===== config.mk =====
export PLATFORM = sky130hd
export DESIGN_NAME = fft_sequencer
export DESIGN_NICKNAME = d
export VERILOG_FILES = /design/src/rtl/fft_sequencer.sv
export SDC_FILE = /design/constraint.sdc
export NUM_CORES = 1
export LEC_CHECK = 0
export ABC_AREA = 1
export BUFFER_PORTS_ARGS = -buffer_cell sky130_fd_sc_hd__buf_4
export CORE_MARGIN = 2
export CORE_UTILIZATION = 45
export CTS_BUF_LIST = sky130_fd_sc_hd__clkbuf_16
export CTS_CLUSTER_DIAMETER = 40
export CTS_CLUSTER_SIZE = 40
export DETAILED_ROUTE_END_ITERATION = 8
export GPL_TIMING_DRIVEN = 0
export PLACE_DENSITY = 0.66
export SYNTH_ARGS = -nofsm -noshare
export SYNTH_HDL_FRONTEND = slang
export SYNTH_SLANG_ARGS = --single-unit

===== constraint.sdc =====
create_clock -name clk_i -period 4.3 [get_ports clk_i]
set_input_delay 1.29 -clock clk_i [delete_from_list [all_inputs] [get_ports clk_i]]
set_output_delay 1.29 -clock clk_i [all_outputs]
set_load 0.01 [all_outputs]

===== src/rtl/fft_sequencer.sv =====
// fft_sequencer: address and handshake sequencer for an in-place radix-2 DIT FFT
// over ping-pong RAM banks; the RAM, twiddle ROM and butterfly unit are external.
module fft_sequencer #(
    parameter int M        = 9,
    parameter int RD_LAT   = 1,
    parameter int BFLY_LAT = 2
) (
    input  logic                       clk_i,
    input  logic                       reset_i,
    input  logic                       start_i,
    input  logic                       inverse_i,
    input  logic                       in_valid_i,
    output logic                       in_ready_o,
    output logic                       load_we_o,
    output logic [M-1:0]               load_adr_o,
    output logic [M-1:0]               rd_adr_a_o,
    output logic [M-1:0]               rd_adr_b_o,
    output logic                       rd_bank_o,
    output logic [M-2:0]               twiddle_adr_o,
    output logic                       twiddle_conj_o,
    output logic                       wr_en_o,
    output logic [M-1:0]               wr_adr_a_o,
    output logic [M-1:0]               wr_adr_b_o,
    output logic                       wr_bank_o,
    output logic                       out_valid_o,
    input  logic                       out_ready_i,
    output logic [M-1:0]               out_adr_o,
    output logic [$clog2(M+1)-1:0]     level_o,
    output logic                       busy_o,
    output logic                       done_o
);
    localparam int PIPE = RD_LAT + BFLY_LAT;
    localparam int LW   = $clog2(M + 1);
    localparam int IW   = M - 1;
    localparam int DW   = $clog2(PIPE + 1);
    localparam int TW   = $clog2(RD_LAT + 1);

    typedef enum logic [2:0] {IDLE, LOAD, COMPUTE, DRAIN, UNLOAD} state_t;

    state_t          state_q, state_d;
    logic [M-1:0]    cnt_q, cnt_d;
    logic [IW-1:0]   idx_q, idx_d;
    logic [LW-1:0]   level_q, level_d;
    logic [DW-1:0]   dcnt_q, dcnt_d;
    logic [TW-1:0]   lat_q, lat_d;
    logic [M-1:0]    oadr_q, oadr_d;
    logic            inv_q, inv_d;
    logic            compute, drain, unload, out_hs;
    logic [M-1:0]    rev, ix, span, pos, base;
    logic [PIPE-1:0]         pv_q;
    logic [PIPE-1:0][M-1:0]  pa_q, pb_q;

    assign compute = state_q == COMPUTE;
    assign drain   = state_q == DRAIN;
    assign unload  = state_q == UNLOAD;
    assign out_hs  = out_valid_o & out_ready_i;

    always_ff @(posedge clk_i) begin
        if (reset_i) begin
            state_q <= IDLE;
            cnt_q   <= '0;
            idx_q   <= '0;
            level_q <= '0;
            dcnt_q  <= '0;
            lat_q   <= '0;
            oadr_q  <= '0;
            inv_q   <= 1'b0;
        end else begin
            state_q <= state_d;
            cnt_q   <= cnt_d;
            idx_q   <= idx_d;
            level_q <= level_d;
            dcnt_q  <= dcnt_d;
            lat_q   <= lat_d;
            oadr_q  <= oadr_d;
            inv_q   <= inv_d;
        end
    end

    always_comb begin
        state_d = state_q;
        cnt_d   = cnt_q;
        idx_d   = idx_q;
        level_d = level_q;
        dcnt_d  = dcnt_q;
        lat_d   = lat_q;
        oadr_d  = oadr_q;
        inv_d   = inv_q;
        case (state_q)
            IDLE: if (start_i) begin
                state_d = LOAD;
                inv_d   = inverse_i;
                cnt_d   = '0;
            end
            LOAD: if (in_valid_i) begin
                cnt_d = cnt_q + M'(1);
                if (&cnt_q) begin
                    state_d = COMPUTE;
                    idx_d   = '0;
                    level_d = '0;
                end
            end
            COMPUTE: begin
                idx_d = idx_q + IW'(1);
                if (&idx_q) begin
                    state_d = DRAIN;
                    dcnt_d  = '0;
                end
            end
            DRAIN: begin
                dcnt_d = dcnt_q + DW'(1);
                if (dcnt_q == DW'(PIPE - 1)) begin
                    level_d = level_q + LW'(1);
                    state_d = (level_q == LW'(M - 1)) ? UNLOAD : COMPUTE;
                    idx_d   = '0;
                    oadr_d  = '0;
                    lat_d   = '0;
                end
            end
            UNLOAD: begin
                if (out_hs) begin
                    oadr_d = oadr_q + M'(1);
                    lat_d  = '0;
                    if (&oadr_q) begin
                        state_d = IDLE;
                        level_d = '0;
                    end
                end else if (lat_q != TW'(RD_LAT)) begin
                    lat_d = lat_q + TW'(1);
                end
            end
            default: state_d = IDLE;
        endcase
    end

    always_comb begin
        rev = '0;
        for (int k = 0; k < M; k++) rev[k] = cnt_q[M-1-k];
        ix   = {1'b0, idx_q};
        span = M'(1) << level_q;
        pos  = ix & (span - M'(1));
        base = ((ix >> level_q) << (level_q + LW'(1))) | pos;
        in_ready_o     = state_q == LOAD;
        load_we_o      = in_ready_o & in_valid_i;
        load_adr_o     = in_ready_o ? rev : '0;
        rd_adr_a_o     = compute ? base : '0;
        rd_adr_b_o     = compute ? (base | span) : '0;
        twiddle_adr_o  = compute ? IW'(pos << (LW'(M - 1) - level_q)) : '0;
        twiddle_conj_o = compute & inv_q;
        rd_bank_o      = (compute | drain | unload) & level_q[0];
        wr_bank_o      = (compute | drain) & ~level_q[0];
        wr_en_o        = pv_q[PIPE-1];
        wr_adr_a_o     = pa_q[PIPE-1];
        wr_adr_b_o     = pb_q[PIPE-1];
        out_valid_o    = unload & (lat_q == TW'(RD_LAT));
        out_adr_o      = oadr_q;
        done_o         = out_valid_o & out_ready_i & (&oadr_q);
        level_o        = level_q;
        busy_o         = state_q != IDLE;
    end

    // Read issue is delayed PIPE cycles to become the matching result write.
    always_ff @(posedge clk_i) begin
        if (reset_i) begin
            pv_q <= '0;
            pa_q <= '0;
            pb_q <= '0;
        end else begin
            for (int k = PIPE - 1; k > 0; k--) begin
                pv_q[k] <= pv_q[k-1];
                pa_q[k] <= pa_q[k-1];
                pb_q[k] <= pb_q[k-1];
            end
            pv_q[0] <= compute;
            pa_q[0] <= rd_adr_a_o;
            pb_q[0] <= rd_adr_b_o;
        end
    end
endmodule


[After elaboration in Yosys (flattened, before gate mapping)]
Cells that the tools add are included.
Cells by class
  add/subtract/negate cells: 8
  multiply operators: 0
  div/mod/pow operators: 0
  magnitude comparators: 0
  eq/ne operators: 13
  shifts and indexed selects: 4
  mux-type cells: 35
  bitwise gates (word level): 13
  reduce and logical (&&, ||, !) cells: 18
Operator list (count)
  2-to-1 mux 9 bit: 7
  case mux 9 bit (2 select lines): 2
  2-to-1 mux 8 bit: 4
  2-to-1 mux 3 bit: 8
  case mux 8 bit (3 select lines): 1
  2-to-1 mux 4 bit: 5
  adder 9 x 1 -> 9 bit, second input constant: 2
  bitwise OR 9 bit: 2
  AND reduction 9 bit: 2
  case mux 3 bit (5 select lines): 1
  case mux 4 bit (3 select lines): 1
  inequality test 2 x 1 -> 1 bit, second input constant: 5
  AND 8 x 9 -> 9 bit: 1
  nonzero test 3 bit: 3
  << shifter 1 x 4 -> 9 bit, first input constant: 1
  << shifter 9 x 4 -> 8 bit: 1
  << shifter 9 x 4 -> 9 bit: 1
  right shift 8 x 4 -> 9 bit: 1
  subtractor 9 x 1 -> 9 bit, second input constant: 1
  adder 8 x 1 -> 8 bit, second input constant: 1
  AND reduction 8 bit: 1
  AND 1 bit: 7
  AND reduction 7 bit: 1
  equality test 3 x 2 -> 1 bit, second input constant: 2
  other kinds (21): 30
Word-level totals
  register bits after elaboration: 94
  latch bits: 0
  memory bits (writable): 0
  bits in read-only memories: 0
  input bits: 6
  output and inout port bits: 75
  logic and storage cells: 106
  memories: 0

[Depth between registers and ports, before layout]
Gate-level depths: netlist of the first run.
  depth after elaboration: 6
  mapped depth: 18
  depth with buffers taken out: 15

[Worst setup path before layout of the first run]
No wires, ideal clock.
  path kind: flip-flop to output port
  from: register level_q[0], in the netlist level_o[0]
  to: output twiddle_adr_o[7]
  data arrival time: 2.441 ns
  required time: 3.010 ns
  setup slack: 0.569 ns
  cell stages (with the launch flop): 16
  buffers on the path: 3
  cell sequence: dfxtp_1 buf_6 inv_4 buf_6 buf_2 ha_1 ha_1 nand2_1 ha_1 nor2_1 inv_1 o21ai_0 o21ai_0 nand2_1 nand2_1 nor2_1
On the way
  cells in the longest elaborated chain, start to end: 5
  elaborated cells on any way between the ends: 6
  those cells by class: 2 x add/sub; 2 x shift; 1 x mux; 1 x bitwise
RTL lines
  start, declared: line 43  | logic [LW-1:0] level_q, level_d;
  start signal, assigned: line 72  | level_q <= level_d;
  << shifter 1 x 4 -> 9 bit: line 140  | span = M'(1) << level_q;
  subtractor 9 x 1 -> 9 bit: line 141  | pos = ix & (span - M'(1));
  AND 8 x 9 -> 9 bit: line 141
  << shifter 9 x 4 -> 8 bit (*): line 148  | twiddle_adr_o = compute ? IW'(pos << (LW'(M - 1) - level_q)) : '0;
  2-to-1 mux 8 bit (*): line 148
  end, declared: line 19  | output logic [M-2:0] twiddle_adr_o,
Every way passes the cells marked *; elsewhere a longest branch is shown, timed or not.

[Worst setup path in the final report of the first run]
Ends and elaborated chain as after synthesis.

==> run_results.csv, run 1 <==
group,metric,value,unit
outcome,status,"completed",
drt,route.detailed.drc,0,
timing,whs,398,ps
clocking,clockBufferDepth,2,
setup_path,worst_ep_required_time,3010,ps
drt,wl_met2,6090,um
grt,grt_pass1_wl,20500,um
drt,dr.max_layer_used,"met4",
finish,final.fill_count,1002,
clocking,cts_buffers,9,
setup_path,r2r-start,"level_o[0]",
drt,drt_pass1_iterations,5,
setup_path,worst-r2r-cell-count,11,
timing,final-max-slew-violation-count,0,
yosys,yosys.area.top_type_share,38.1,%
grt,grt_pass1_vias,4398,
setup_path,cp_data_arrival_time,2860,ps
floorplanning,coreArea,0.0108,mm^2
yosys,synth_commonest_cells,"nand2_1, nor2_1, inv_1, dfxtp_1, nand3_1",
setup_path,end_kind,"primary output",
worst_hold_path,min_from,"pb_q[8]",
finish,regArea,0.00189,mm^2
timing,rsz0062_at_grt,"true",
yosys,synth-main-ff-cell,"dfxtp_1",
timing,hold_viol,0,
yosys,synth-edff-count,0,
setup_path,start_kind,"flop",
drt,drt-met1-wl,5750,um
yosys,yosysMostFrequentCell,"nand2_1",
grt,track_usage,22.1,%
floorplanning,start_util,45.8,%
timing,finClkSkew,4.81,ps
finish,areaGrowthSynthToFinish,23.1,%
timing,period_needed,4150,ps
timing,slew_headroom,56.0,%
setup_path,crit_type,"reg -> out",
placement,dp_hpwl,9660,um
floorplanning,fp.dieH,109,um
drt,drt_iter0_drc,274,
power_and_ir_drop,cellPowerDensity,597,mW/mm^2
floorplanning,fp.dieArea,0.0118,mm^2
timing,period_share,96.6,%
drt,wl_per_cell,13.3,um
timing,setup_ws,147,ps
drt,ant_nets,0,
timing,fmax,241,MHz
setup_path,r2r_end,"pb_q[1]",
placement,pre_cts_slack,73.2,ps
grt,grt_overflow,0,
floorplanning,rows,38,
clocking,clk_latency,340,ps
placement,globalplace.congestion,0.872,
finish,n_antenna_cell,0,
worst_hold_path,holdPathEnd,"pb_q[17]",
worst_hold_path,hp-class,"reg -> reg",
yosys,synth_nets,730,
worst_hold_path,hold_depth,2,
yosys,synth.distinct_cells,41,
flow_run,maxCapViolCount,0,
yosys,syn_inst,709,
yosys,ys_seq_area_share,38.1,%
clocking,cts_sinks,94,
floorplanning,io_pins,81,
yosys,ys_ff_latch,94,
drt,wl_met3,517,um
timing,setup_viol,0,
drt,vias_per_cell,5.02,
yosys,async_flop_share,0,%
clocking,htreeDepth,3,
power_and_ir_drop,irDropWorstVdd,0.356,mV
placement,portBuffers,80,
timing,tightest_slew,661,ps
grt,antenna_found_initial,0,
yosys,syn_area,0.00494,mm^2
yosys,yosysWarnings,0,
drt,vias,4737,
setup_path,worstPathMaxFanout,11,
clocking,path_clk_slew,70,ps
power_and_ir_drop,p_leak,2.88,nW
finish,drive_gt1_share,22.5,%
grt,grt_max_degree,18,
yosys,syn_area_per_cell,6.97,um^2
finish,multi_input_area,0.00238,mm^2
floorplanning,die_x,109,um
clocking,root_buffer,"clkbuf_16",
yosys,synth_top_area_cell,"dfxtp_1",
drt,finalWirelength,12600,um
clocking,postCtsSetupBuffers,0,
clocking,cts_tree,"yes",
yosys,synth_area_leaders,"dfxtp_1, nand2_1, nor2_1",
finish,nNetsFinal,820,
setup_path,regToRegSetupSlack,1870,ps
layout make-up:
class                   count  area share (%)
flip-flops and latches     94            31.0
repair buffers             80            9.87
clock buffers               9            3.70
clock inverters             7            1.71
plain buffers              41            4.75
multi-input cells         461            39.1
inverters                 112            7.01
well taps                 140            2.88
through the flow:
| stage | TNS, ps | util, % | std cells | area (um^2) | total power, mW |
|---|---|---|---|---|---|
| 5_1_grt | -38.0 | 56.4 | 944 | 6090 | 3.89 |
| 4_1_cts | 0 | 56.2 | 945 | 6060 | 3.59 |
| 3_3_place_gp | 0 | 53.0 | 929 | 5720 | 2.69 |
| 6_report | 0 | 56.4 | 944 | 6090 | 3.63 |
| 2_1_floorplan | 0 | - | 709 | 4940 | 2.22 |
| 3_5_place_dp | 0 | 53.0 | 929 | 5720 | 2.71 |
how the worst max path moves through the flow:
stage | startpoint | endpoint | slack (ps) | cells past startpoint
after floorplan | level_o[0] | twiddle_adr_o[7] | 570 | 15
after global placement | level_o[0] | rd_adr_b_o[1] | 30 | 13
after detailed placement | level_o[0] | rd_adr_b_o[1] | 70 | 13
after CTS | level_o[0] | twiddle_adr_o[7] | 5 | 19
after global routing | level_o[0] | twiddle_adr_o[7] | -20 | 16
final | level_o[0] | twiddle_adr_o[7] | 150 | 16
routing by layer:
layer / GRT usage (%) / vias up
met5: 0 / -
met4: 8.15 / 0
met3: 3.89 / 18
met2: 37.7 / 109
met1: 27.9 / 2211
li1: - / 2399
placed cells by master, fill, tap and decap left out, types with 2 or more instances in the layout:
master / count
buf_2: 2
ha_1: 13
o21ai_0: 15
a21oi_1: 39
nand2_4: 4
clkinv_1: 2
o21bai_1: 2
nand3_2: 7
inv_4: 2
o21ai_2: 3
nand3_1: 69
inv_6: 2
dfxtp_1: 92
bufinv_16: 2
buf_4: 103
nor3_1: 14
o21ai_1: 8
nor2_1: 110
a211oi_1: 5
nor2_4: 8
buf_6: 6
inv_2: 3
clkbuf_16: 9
ha_2: 2
nand2_1: 125
nand2_2: 8
clkbuf_1: 7
inv_1: 104
buf_1: 2
or2_2: 3
nand4_1: 8
nor3b_1: 2
clkinvlp_4: 2
nor2_2: 4
a31oi_1: 2
o21ai_4: 2
cells by family after synthesis:
logic type               Yosys count  synth area share (%)
adder cells (fa/ha/maj)           15                  3.80
AO/OA/AOI/OAI                     78                  8.96
flip-flops                        94                  38.1
XOR/XNOR                           3                 0.683
AND/OR/NAND/NOR                  365                  34.1
buffers and inverters            154                  14.4
flip-flops by register name, summed over array words and instances (netlist names), 4 cells and up:
| signal | flops |
|---|---|
| wr_adr_a_o | 9 |
| idx_q | 8 |
| cnt_q | 9 |
| pb_q | 18 |
| level_o | 4 |
| wr_adr_b_o | 9 |
| pa_q | 18 |
| out_adr_o | 9 |
where the power goes:
group	total (mW)	leakage (nW)	switching, mW	internal, mW
Combinational	1.74	1.96	1.14	0.601
Clock	0.869	0.155	0.351	0.518
Sequential	1.02	0.761	0.0686	0.956
what timing repair did:
action,in CTS,in global routing
endpoints found under the setup margin,15,18
endpoints found under the hold margin,0,0
resized for setup,7,11
hold buffers,0,0
worst max-delay path: stages, from the launching register on:
cell and delay (ps):
dfxtp_4 370, buf_6 140, inv_4 60, buf_6 130, buf_6 170, ha_2 220
ha_2 200, nand2_2 70, ha_1 290, nor2_2 140, inv_1 70, o21ai_2 170
o21ai_0 140, nand2_1 80, nand2_1 50, nor2_1 90, buf_4 120
Power figures use the tool's default switching activity.
==> run 2: changes to the inputs <==
- ABC_AREA: 1 -> default
- CTS_CLUSTER_SIZE: 40 -> default
- MAX_ROUTING_LAYER: default -> met4
==> run_results.csv, run 2 <==
group,metric,value,unit
timing,finClkSkew,8.30,ps
floorplanning,fp.dieArea,0.0122,mm^2
yosys,synth-main-ff-cell,"dfxtp_1",
grt,grt_pass1_vias,4327,
timing,setup_viol,0,
power_and_ir_drop,cellPowerDensity,300,mW/mm^2
clocking,clockBufferDepth,2,
drt,ant_nets,0,
setup_path,end_kind,"primary output",
yosys,yosysMostFrequentCell,"dfxtp_1",
floorplanning,fp.dieH,110,um
power_and_ir_drop,switching_share,27.9,%
yosys,yosysWarnings,0,
yosys,syn_area,0.00509,mm^2
finish,drive_gt1_share,26.4,%
floorplanning,coreArea,0.0109,mm^2
placement,globalplace.congestion,0.945,
timing,rsz0062_at_grt,"true",
power_and_ir_drop,power_frac_comb,13.3,%
floorplanning,io_pins,81,
placement,dp_hpwl,11300,um
clocking,cts_buffers,9,
clocking,cts_hold_buf,0,
timing,final-max-slew-violation-count,0,
yosys,synth_commonest_cells,"dfxtp_1, nor2_1, nor2b_1, nand2_1, a21oi_1",
grt,track_usage,25.8,%
floorplanning,start_util,46.6,%
clocking,root_buffer,"clkbuf_16",
yosys,ys_seq_area_share,37.0,%
placement,portBuffers,80,
yosys,synth_top_area_cell,"dfxtp_1",
clocking,cts_sinks,94,
drt,route.detailed.drc,0,
yosys,synth_nets,619,
setup_path,crit_type,"reg -> out",
setup_path,start_kind,"flop",
floorplanning,die_x,110,um
drt,vias,4708,
finish,nNetsFinal,713,
power_and_ir_drop,pwr-share-seq,47.4,%
finish,reg_top3,"pa_q x18, pb_q x18",
power_and_ir_drop,p_int,1.38,mW
timing,period_needed,4270,ps
timing,slew_headroom,43.6,%
timing,hold_viol,0,
grt,grt_overflow,0,
finish,multi_input_area,0.00299,mm^2
finish,final.fill_count,1048,
finish,layout.cells.non_filler,837,
setup_path,worst_ep_required_time,3010,ps
placement,dp_cells,818,
flow_run,maxCapViolCount,0,
floorplanning,rows,38,
placement,place_area,0.00587,mm^2
drt,drt_iter0_drc,268,
yosys,synth-edff-count,0,
setup_path,cp_data_arrival_time,2980,ps
grt,grt_pass1_wl,22900,um
worst_hold_path,hp-class,"reg -> reg",
timing,fmax,234,MHz
drt,finalWirelength,14900,um
finish,n_antenna_cell,0,
yosys,yosys.area.top_type_share,37.0,%
power_and_ir_drop,total_power,1.91,mW
drt,drt_pass1_iterations,5,
power_and_ir_drop,irDropWorstVdd,0.271,mV
finish,final_cell_mix,"buf_4, dfxtp_1, nor2_1, nor2b_1, nand2_1",
placement,pre_cts_slack,-667,ps
grt,grt_max_degree,18,
timing,period_share,99.4,%
finish,final_common_cell,"buf_4",
clocking,path_clk_slew,70,ps
power_and_ir_drop,pwr-share-clk,39.3,%
timing,setup_ws,27.9,ps
setup_path,worstPathMaxFanout,11,
yosys,synth_area_leaders,"dfxtp_1, nor2b_1, nor2_1",
yosys,syn_inst,598,
power_and_ir_drop,power_switching,533,uW
finish,areaGrowthSynthToFinish,25.1,%
yosys,synth.distinct_cells,73,
finish,regArea,0.00189,mm^2
outcome,status,"completed",
clocking,htreeDepth,3,
yosys,async_flop_share,0,%
yosys,ys_ff_latch,94,
grt,antenna_found_initial,0,
power_and_ir_drop,p_leak,2.53,nW
timing,tightest_slew,825,ps
yosys,syn_area_per_cell,8.52,um^2
drt,vias_per_cell,5.62,
finish,final_cell_area,0.00637,mm^2
clocking,clk_latency,340,ps
clocking,cts_tree,"yes",
drt,wl_per_cell,17.8,um
==> run 2: changes by cell type in the layout (fill, tap and decap cells not counted), sizes merged, moves of 15 or more <==
| cell | previous run | this run |
|---|---|---|
| nand2 | 137 | 40 |
| o21ai | 28 | 13 |
| nor2b | 0 | 46 |
| nand3 | 76 | 22 |
| xor2 | 2 | 17 |
| and2 | 0 | 15 |
| nor2 | 122 | 59 |
| inv | 112 | 15 |
==> run 2: power by group through the flow <==
stage / registers (mW) / clock network, mW / logic (mW)
final: 0.908 / 0.752 / 0.254
after global placement: 0.928 / 0 / 0.249
after floorplan: 0.921 / 0 / 0.171
after CTS: 0.908 / 0.769 / 0.253
after detailed placement: 0.928 / 0 / 0.251
after global routing: 0.910 / 0.807 / 0.280
==> run 2: area by class of cell <==
type | count | area share [%]
multi-input combinational | 433 | 46.9
sequential | 94 | 29.7
timing repair buffer | 85 | 10.0
buffer | 55 | 5.32
clock buffer | 9 | 3.54
tap | 140 | 2.75
clock inverter | 7 | 0.943
inverter | 14 | 0.884
==> run 2: metal layers <==
layer  track usage [%]  share of wire, %  vias up
li1                  -                 -     2293
met1              32.6                45     2228
met2              40.1                46      157
met3              5.64               5.9       30
met4              10.7               2.9        0
met5                 -                 0        -
==> run 2: stage by stage <==
step | hold WS (ps) | utilization, % | setup TNS, ps
floorplan | 414 | - | 0
CTS | 435 | 57.8 | 0
global placement | 421 | 53.7 | -10340
global route | 440 | 58.2 | -45.8
detailed placement | 420 | 53.7 | -9150
finish | 436 | 58.2 | 0
==> run 2: timing repair <==
action / in CTS / in global routing
pin swaps: 1 / 2
endpoints found under the setup margin: 26 / 11
buffers inserted: 5 / 0
gates resized for setup: 30 / 9
==> run 2: kinds of logic (layout without fill, tap and decap cells) <==
| logic type | Yosys count | after routing | synth area share [%] |
|---|---|---|---|
| xor+xnor | 26 | 26 | 4.47 |
| fa+ha+maj | 15 | 15 | 3.69 |
| simple gates | 247 | 247 | 25.9 |
| buf+inv | 71 | 170 | 7.35 |
| compound gates | 127 | 127 | 17.7 |
| flops | 94 | 94 | 37.0 |
| mux | 18 | 18 | 3.96 |
==> run 2: critical path, cell delays in order (launching register included) <==
cell and delay, ps:
dfxtp_4 390, buf_12 110, clkinvlp_4 90, buf_6 170, ha_4 180, ha_2 230
nor3_4 300, nor2_1 90, a311o_1 390, mux2_2 320, a211oi_2 220, buf_4 150
==> run 2: final timing paths <==
| path | start | end | slack [ps] | cells past startpoint |
|---|---|---|---|---|
| setup / recovery | level_o[0] | twiddle_adr_o[7] | 30 | 11 |
| hold / removal | pb_q[9] | wr_adr_b_o[0] | 440 | 1 |
| setup reg to reg | level_o[0] | pb_q[6] | 1660 | 11 |
| hold reg to reg | pb_q[9] | wr_adr_b_o[0] | 440 | 1 |
